<file path="config.mk">
export PLATFORM = sky130hd
export DESIGN_NAME = calc_keypad_tx
export DESIGN_NICKNAME = d
export VERILOG_FILES = /design/src/rtl/calc_pkg.sv /design/src/rtl/calc_debounce.sv /design/src/rtl/calc_keypad_tx.sv
export SDC_FILE = /design/constraint.sdc
export NUM_CORES = 1
export LEC_CHECK = 0
export BUFFER_PORTS_ARGS = -buffer_cell sky130_fd_sc_hd__buf_2
export CORE_ASPECT_RATIO = 1.75
export CORE_UTILIZATION = 50
export DETAILED_ROUTE_END_ITERATION = 10
export MAX_ROUTING_LAYER = met4
export PLACE_DENSITY_LB_ADDON = 0.25
export SLEW_MARGIN = 10
export SYNTH_ARGS = -nofsm -noshare
export SYNTH_HDL_FRONTEND = slang
export SYNTH_SLANG_ARGS = --single-unit
export TNS_END_PERCENT = 1
</file>
<file path="constraint.sdc">
create_clock -name clock -period 4.1 [get_ports clock]
set_input_delay 0.615 -clock clock [delete_from_list [all_inputs] [get_ports clock]]
set_output_delay 0.615 -clock clock [all_outputs]
set_load 0.005 [all_outputs]
</file>
<file path="src/rtl/calc_pkg.sv">
// Shared types for the calculator keypad transmitter: command codes, status,
// scanner states and the key-matrix lookup.
package calc_pkg;

  typedef enum logic [3:0] {
    CMD_ADD  = 4'b1010,
    CMD_SUB  = 4'b1011,
    CMD_MUL  = 4'b1100,
    CMD_CLR  = 4'b1101,
    CMD_EQ   = 4'b1110,
    CMD_IDLE = 4'b1111
  } cmd_t;

  typedef enum logic [1:0] {
    ST_READY = 2'b00,
    ST_BUSY  = 2'b01,
    ST_ERROR = 2'b10
  } status_t;

  typedef enum logic [2:0] {
    K_SCAN,
    K_DEBOUNCE,
    K_WAIT_READY,
    K_SEND,
    K_WAIT_RELEASE
  } kstate_t;

  typedef struct packed {
    logic       reserved;
    logic [3:0] code;
  } key_t;

  function automatic int max3(input int a, input int b, input int c);
    int m;
    m = (a > b) ? a : b;
    return (m > c) ? m : c;
  endfunction

  function automatic int cnt_width(input int max_val);
    return (max_val < 2) ? 1 : $clog2(max_val + 1);
  endfunction

  function automatic logic [1:0] onehot_idx(input logic [3:0] v);
    logic [1:0] idx;
    idx = '0;
    for (int i = 0; i < 4; i++) begin
      if (v[i]) idx = 2'(i);
    end
    return idx;
  endfunction

  // Digits carry their binary value; r3c3 has no command.
  function automatic key_t key_lookup(input logic [1:0] r, input logic [1:0] c);
    key_t k;
    k.reserved = 1'b0;
    k.code     = CMD_IDLE;
    case ({r, c})
      4'h0: k.code = 4'b0001;
      4'h1: k.code = 4'b0010;
      4'h2: k.code = 4'b0011;
      4'h3: k.code = CMD_ADD;
      4'h4: k.code = 4'b0100;
      4'h5: k.code = 4'b0101;
      4'h6: k.code = 4'b0110;
      4'h7: k.code = CMD_SUB;
      4'h8: k.code = 4'b0111;
      4'h9: k.code = 4'b1000;
      4'hA: k.code = 4'b1001;
      4'hB: k.code = CMD_MUL;
      4'hC: k.code = CMD_CLR;
      4'hD: k.code = 4'b0000;
      4'hE: k.code = CMD_EQ;
      default: k.reserved = 1'b1;
    endcase
    return k;
  endfunction

endpackage

</file>
<file path="src/rtl/calc_debounce.sv">
// Stable-for-N counter: done pulses on the target-th consecutive match,
// fail flags any mismatch while enabled.
module calc_debounce #(
  parameter int W = 4
) (
  input  logic         clk,
  input  logic         srst,
  input  logic         en_i,
  input  logic         match_i,
  input  logic [W-1:0] target_i,
  output logic         done_o,
  output logic         fail_o
);

  logic [W-1:0] cnt_q, cnt_d;
  logic [W:0]   cnt_inc;

  assign cnt_inc = {1'b0, cnt_q} + 1'b1;
  assign done_o  = en_i && match_i && (cnt_inc >= {1'b0, target_i});
  assign fail_o  = en_i && !match_i;

  // Restarting on done lets the next phase begin from zero without a gap.
  always_comb begin
    cnt_d = cnt_q;
    if (!en_i || !match_i || done_o) cnt_d = '0;
    else                             cnt_d = cnt_inc[W-1:0];
  end

  always_ff @(posedge clk) begin
    if (srst) cnt_q <= '0;
    else      cnt_q <= cnt_d;
  end

endmodule

</file>
<file path="src/rtl/calc_keypad_tx.sv">
// 4x4 keypad scanner that debounces a press, waits for the calculator to be
// non-busy and then holds the encoded command on cmd for a fixed time.
module calc_keypad_tx
  import calc_pkg::*;
#(
  parameter int SCAN_CYCLES     = 2,
  parameter int DEBOUNCE_CYCLES = 4,
  parameter int HOLD_CYCLES     = 10
) (
  input  logic       clock,
  input  logic       reset,
  input  logic [3:0] row_in,
  output logic [3:0] col_out,
  input  logic [1:0] status,
  output logic [3:0] cmd,
  output logic       cmd_active,
  output logic [7:0] sent_count
);

  localparam int CNT_W = cnt_width(max3(SCAN_CYCLES, DEBOUNCE_CYCLES, HOLD_CYCLES));

  kstate_t          state_q;
  logic [3:0]       col_q;
  logic [3:0]       row_q;
  logic [1:0]       row_idx_q;
  logic [1:0]       col_idx_q;
  logic [CNT_W-1:0] scan_cnt_q;
  logic [CNT_W-1:0] hold_cnt_q;
  logic [3:0]       cmd_q;
  logic             active_q;
  logic [7:0]       sent_q;

  key_t             key_sel;
  logic             db_en, db_match, db_done, db_fail;
  logic [CNT_W-1:0] db_target;

  assign key_sel = key_lookup(row_idx_q, col_idx_q);

  // The scan sample that found the key is the first stable sample, so the
  // press phase needs one fewer match than the release phase.
  assign db_en     = (state_q == K_DEBOUNCE) || (state_q == K_WAIT_RELEASE);
  assign db_match  = (state_q == K_DEBOUNCE) ? (row_in == row_q) : ((row_in & row_q) == 4'b0000);
  assign db_target = (state_q == K_DEBOUNCE) ? CNT_W'(DEBOUNCE_CYCLES - 1) : CNT_W'(DEBOUNCE_CYCLES);

  calc_debounce #(.W(CNT_W)) u_debounce (
    .clk      (clock),
    .srst     (reset),
    .en_i     (db_en),
    .match_i  (db_match),
    .target_i (db_target),
    .done_o   (db_done),
    .fail_o   (db_fail)
  );

  always_ff @(posedge clock) begin
    if (reset) begin
      state_q    <= K_SCAN;
      col_q      <= 4'b0001;
      row_q      <= '0;
      row_idx_q  <= '0;
      col_idx_q  <= '0;
      scan_cnt_q <= '0;
      hold_cnt_q <= '0;
      cmd_q      <= CMD_IDLE;
      active_q   <= 1'b0;
      sent_q     <= '0;
    end else begin
      unique case (state_q)
        K_SCAN: begin
          if (scan_cnt_q == CNT_W'(SCAN_CYCLES - 1)) begin
            scan_cnt_q <= '0;
            if ($onehot(row_in)) begin
              row_q     <= row_in;
              row_idx_q <= onehot_idx(row_in);
              col_idx_q <= onehot_idx(col_q);
              state_q   <= K_DEBOUNCE;
            end else begin
              col_q <= {col_q[2:0], col_q[3]};
            end
          end else begin
            scan_cnt_q <= scan_cnt_q + 1'b1;
          end
        end
        K_DEBOUNCE: begin
          if (db_fail) begin
            col_q   <= {col_q[2:0], col_q[3]};
            state_q <= K_SCAN;
          end else if (db_done) begin
            state_q <= key_sel.reserved ? K_WAIT_RELEASE : K_WAIT_READY;
          end
        end
        K_WAIT_READY: begin
          if (status != ST_BUSY) begin
            cmd_q      <= key_sel.code;
            active_q   <= 1'b1;
            hold_cnt_q <= '0;
            state_q    <= K_SEND;
          end
        end
        K_SEND: begin
          if (hold_cnt_q == CNT_W'(HOLD_CYCLES - 1)) begin
            cmd_q    <= CMD_IDLE;
            active_q <= 1'b0;
            sent_q   <= sent_q + 8'd1;
            state_q  <= K_WAIT_RELEASE;
          end else begin
            hold_cnt_q <= hold_cnt_q + 1'b1;
          end
        end
        K_WAIT_RELEASE: begin
          if (db_done) begin
            col_q      <= 4'b0001;
            scan_cnt_q <= '0;
            state_q    <= K_SCAN;
          end
        end
        default: state_q <= K_SCAN;
      endcase
    end
  end

  assign col_out    = col_q;
  assign cmd        = cmd_q;
  assign cmd_active = active_q;
  assign sent_count = sent_q;

endmodule

</file>
==> results by group <==
Finish
  • Fin cells: 321
  • Fin util: 0.579
  • Synth-to-layout area growth: 10.5%
  • Most frequent cells in the layout: 40 x dfxtp_1, 24 x nor2_1, 24 x buf_2, 19 x nand2_1, 15 x ha_1
  • Layout cell share with drive strength beyond 1: 0.165
  • # fillers: 378
  • Final #Nets: 295
  • Commonest non-fill, non-tap cell in the layout: dfxtp_1
  • ANT cells: 0

Critical path
  • CP endpoint kind: register
  • Startpoint types: input port
  • Cell family contributing the most delay on the critical path: adder cells
  • Critical path's slowest cell: fa_1
  • Crit-path cells: buf_2, inv_1, fa_1, inv_1, ha_1, ha_1, o311ai_0, o211ai_2, mux2_4, a31oi_1
  • Slowest stage delay, CP: 540 ps
  • Arr. time, crit path: 2970 ps
  • CP Buf/Inv Count: 3
  • CP Data Required Time: 4320 ps
  • Largest fanout on the critical path: 7
  • Crit path kind: in2reg

STA
  • Endpoints failing hold: 0
  • Final Setup Violations: 0
  • Tcrit/Tclk final: 0.671
  • RSZ-0062 raised after global routing: no
  • Least-Margin Pin Slew: 682 ps
  • WHS: 460 ps
  • Min Tclk post-route: 2750 ps
  • Max frequency: 0.364 GHz
  • Slew Limit Fails: 0
  • Relative slew slack: 0.545
  • Layout Skew: 5.59 ps
  • Fin Setup TNS: 0 ps

CTS
  • Total CTS buffers: 5
  • CTS max path bufs: 2
  • Clock-pin slew on the worst setup and hold paths: 80 ps
  • TritonCTS clock tree: done
  • Root buffer cell: clkbuf_8
  • Clock Latency Late Sink: 290 ps
  • H-Tree Depth: 2
  • CTS resizes: 0
  • Hold_buf cts: 0
  • Sink Count: 40
  • Setup Buffers After CTS: 0

Floorplan
  • Die area: 4620 um^2
  • Rows: 31
  • DIE WIDTH: 51.8 um
  • Initial Utilization: 0.524
  • Core box area: 4150 um^2
  • Io pins: 25
  • Die Y: 89.2 um

Job
  • Max Cap Violations: 0

Placement
  • Placed Instances: 313
  • Detailed placement HPWL: 3050 um
  • Port bufs: 24
  • RD Place Congestion: 0.801

Synth
  • Syn avg cell area: 8.73 um^2
  • Synth area leader: dfxtp_1
  • Largest cells by area after synthesis: dfxtp_1 37%, ha_1 8.6%, nor2_1 4.1%, xor2_1 3.6%, nand2_1 3.3%
  • Post-Syn Area: 2170 um^2
  • Post-synth top area share: 0.368
  • Synth unique cells: 47
  • Yosys reg bits: 40
  • Syn nets: 273
  • Post-synthesis sequential area ratio: 0.368
  • Post-Syn Instances: 249
  • YS warnings: 0

Routing
  • Vias: 1,781
  • Drt first pass iters: 4
  • Residual DRC: 0
  • WL per Instance: 13.1 um
  • WL final: 4220 um
  • Via/cell ratio: 5.55
  • Post-DRT Antenna Nets: 0
  • Iter 0 DRT Violations: 49

Global route
  • First-pass GRT wire length: 7290 um
  • Initial antenna violation count: 0
  • Vias in the first global route: 1,685
  • Grt total ovfl: 0
  • Largest net degree at the start of global routing: 41
  • Tot GR Track Use: 0.217

Power and ir drop
  • Peak supply drop: 0.290 mV
  • Leak: 0.995 nW
  • Pwr/cell area: 405 nW/um^2

Hold path
  • Hold Crit Class: reg2reg

Run status
  • Outcome: finished clean
[Yosys cell counts (all sizes together)]
cell type	count
a211o	1
inv	12
o311ai	1
mux2	2
dfxtp	40
xor2	9
nand3	9
nand2b	10
nor4	4
nand4b	1
o221ai	1
or3	3
buf	4
a31oi	6
nor2	24
nand4	5
a211oi	3
a21oi	11
a2111oi	1
mux2i	4
and3	3
or2	2
xnor2	4
and2	2
conb	1
and4b	2
nor3	13
nor4b	1
nor2b	5
nor3b	3
fa	1
ha	15
o211ai	2
o21ai	10
nand2	19
clkbuf	5
a31o	3
o22ai	4
nand3b	3
[cell type report]
type / instances / area, um^2 / share of cell area
inverters: 12 / 45.0 / 0.0188
well taps: 49 / 61.3 / 0.0255
multi-input cells: 188 / 1280 / 0.535
clock buffers: 8 / 90.1 / 0.0375
repair buffers: 24 / 120 / 0.0500
flip-flops and latches: 40 / 801 / 0.333
[per-layer routing]
layer	vias up	global-route usage	wire length (um)
li1	925	-	-
met1	820	0.241	1890
met2	31	0.362	2130
met3	5	0.0561	120
met4	0	0.0885	74
met5	-	-	0
[final timing paths]
path                                  from    endpoint  slack [ps]  depth (start not counted)
worst max-delay path             row_in[0]  col_out[0]        1350                         10
worst min-delay path              row_q[3]    row_q[3]         460                          2
worst max register to register  state_q[0]  state_q[0]        1400                          9
worst min register to register    row_q[3]    row_q[3]         460                          2
[cells by family (layout without fill, tap and decap cells)]
logic type | count (synthesis) | count (layout) | synth area share
simple gates | 109 | 109 | 0.283
compound gates | 43 | 43 | 0.128
flops | 40 | 40 | 0.368
buf+inv | 21 | 44 | 0.0403
fa+ha+maj | 16 | 16 | 0.0956
xor+xnor | 13 | 13 | 0.0524
mux | 6 | 6 | 0.0305
other cells | 1 | 1 | 0.00173
[per-stage QoR]
step / setup WS [ps] / power (mW) / instance area (um^2)
6_report: 1350 / 0.974 / 2400
2_1_floorplan: 1310 / 0.659 / 2170
4_1_cts: 1340 / 0.983 / 2400
3_3_place_gp: 1100 / 0.708 / 2310
5_1_grt: 1190 / 1.04 / 2400
3_5_place_dp: 1020 / 0.712 / 2310
[worst reg2reg max path, stage by stage, from the launching register on]
cell and delay (ps):
dfxtp_1 650, nor2b_1 220, nand2b_1 140, inv_1 140, ha_1 250, a21oi_1 120
o21ai_0 130, or2_2 340, o221ai_2 250, mux2_2 360
[registers in the layout, indices dropped and copies added (netlist names)]
register	cells
state_q	3
hold_cnt_q	4
cmd	4
scan_cnt_q	4
cmd_active	1
row_q	4
row_idx_q	2
u_debounce.cnt_q	4
col_out	4
sent_count	8
col_idx_q	2
[report_power, final]
part	total, mW	leakage (nW)	internal, mW	switching (mW)
clock	0.273	0.0455	0.137	0.135
combinational	0.231	0.625	0.113	0.118
sequential	0.470	0.324	0.423	0.0479
total	0.974	0.995	0.673	0.301
(Power assumes the default switching activity.)
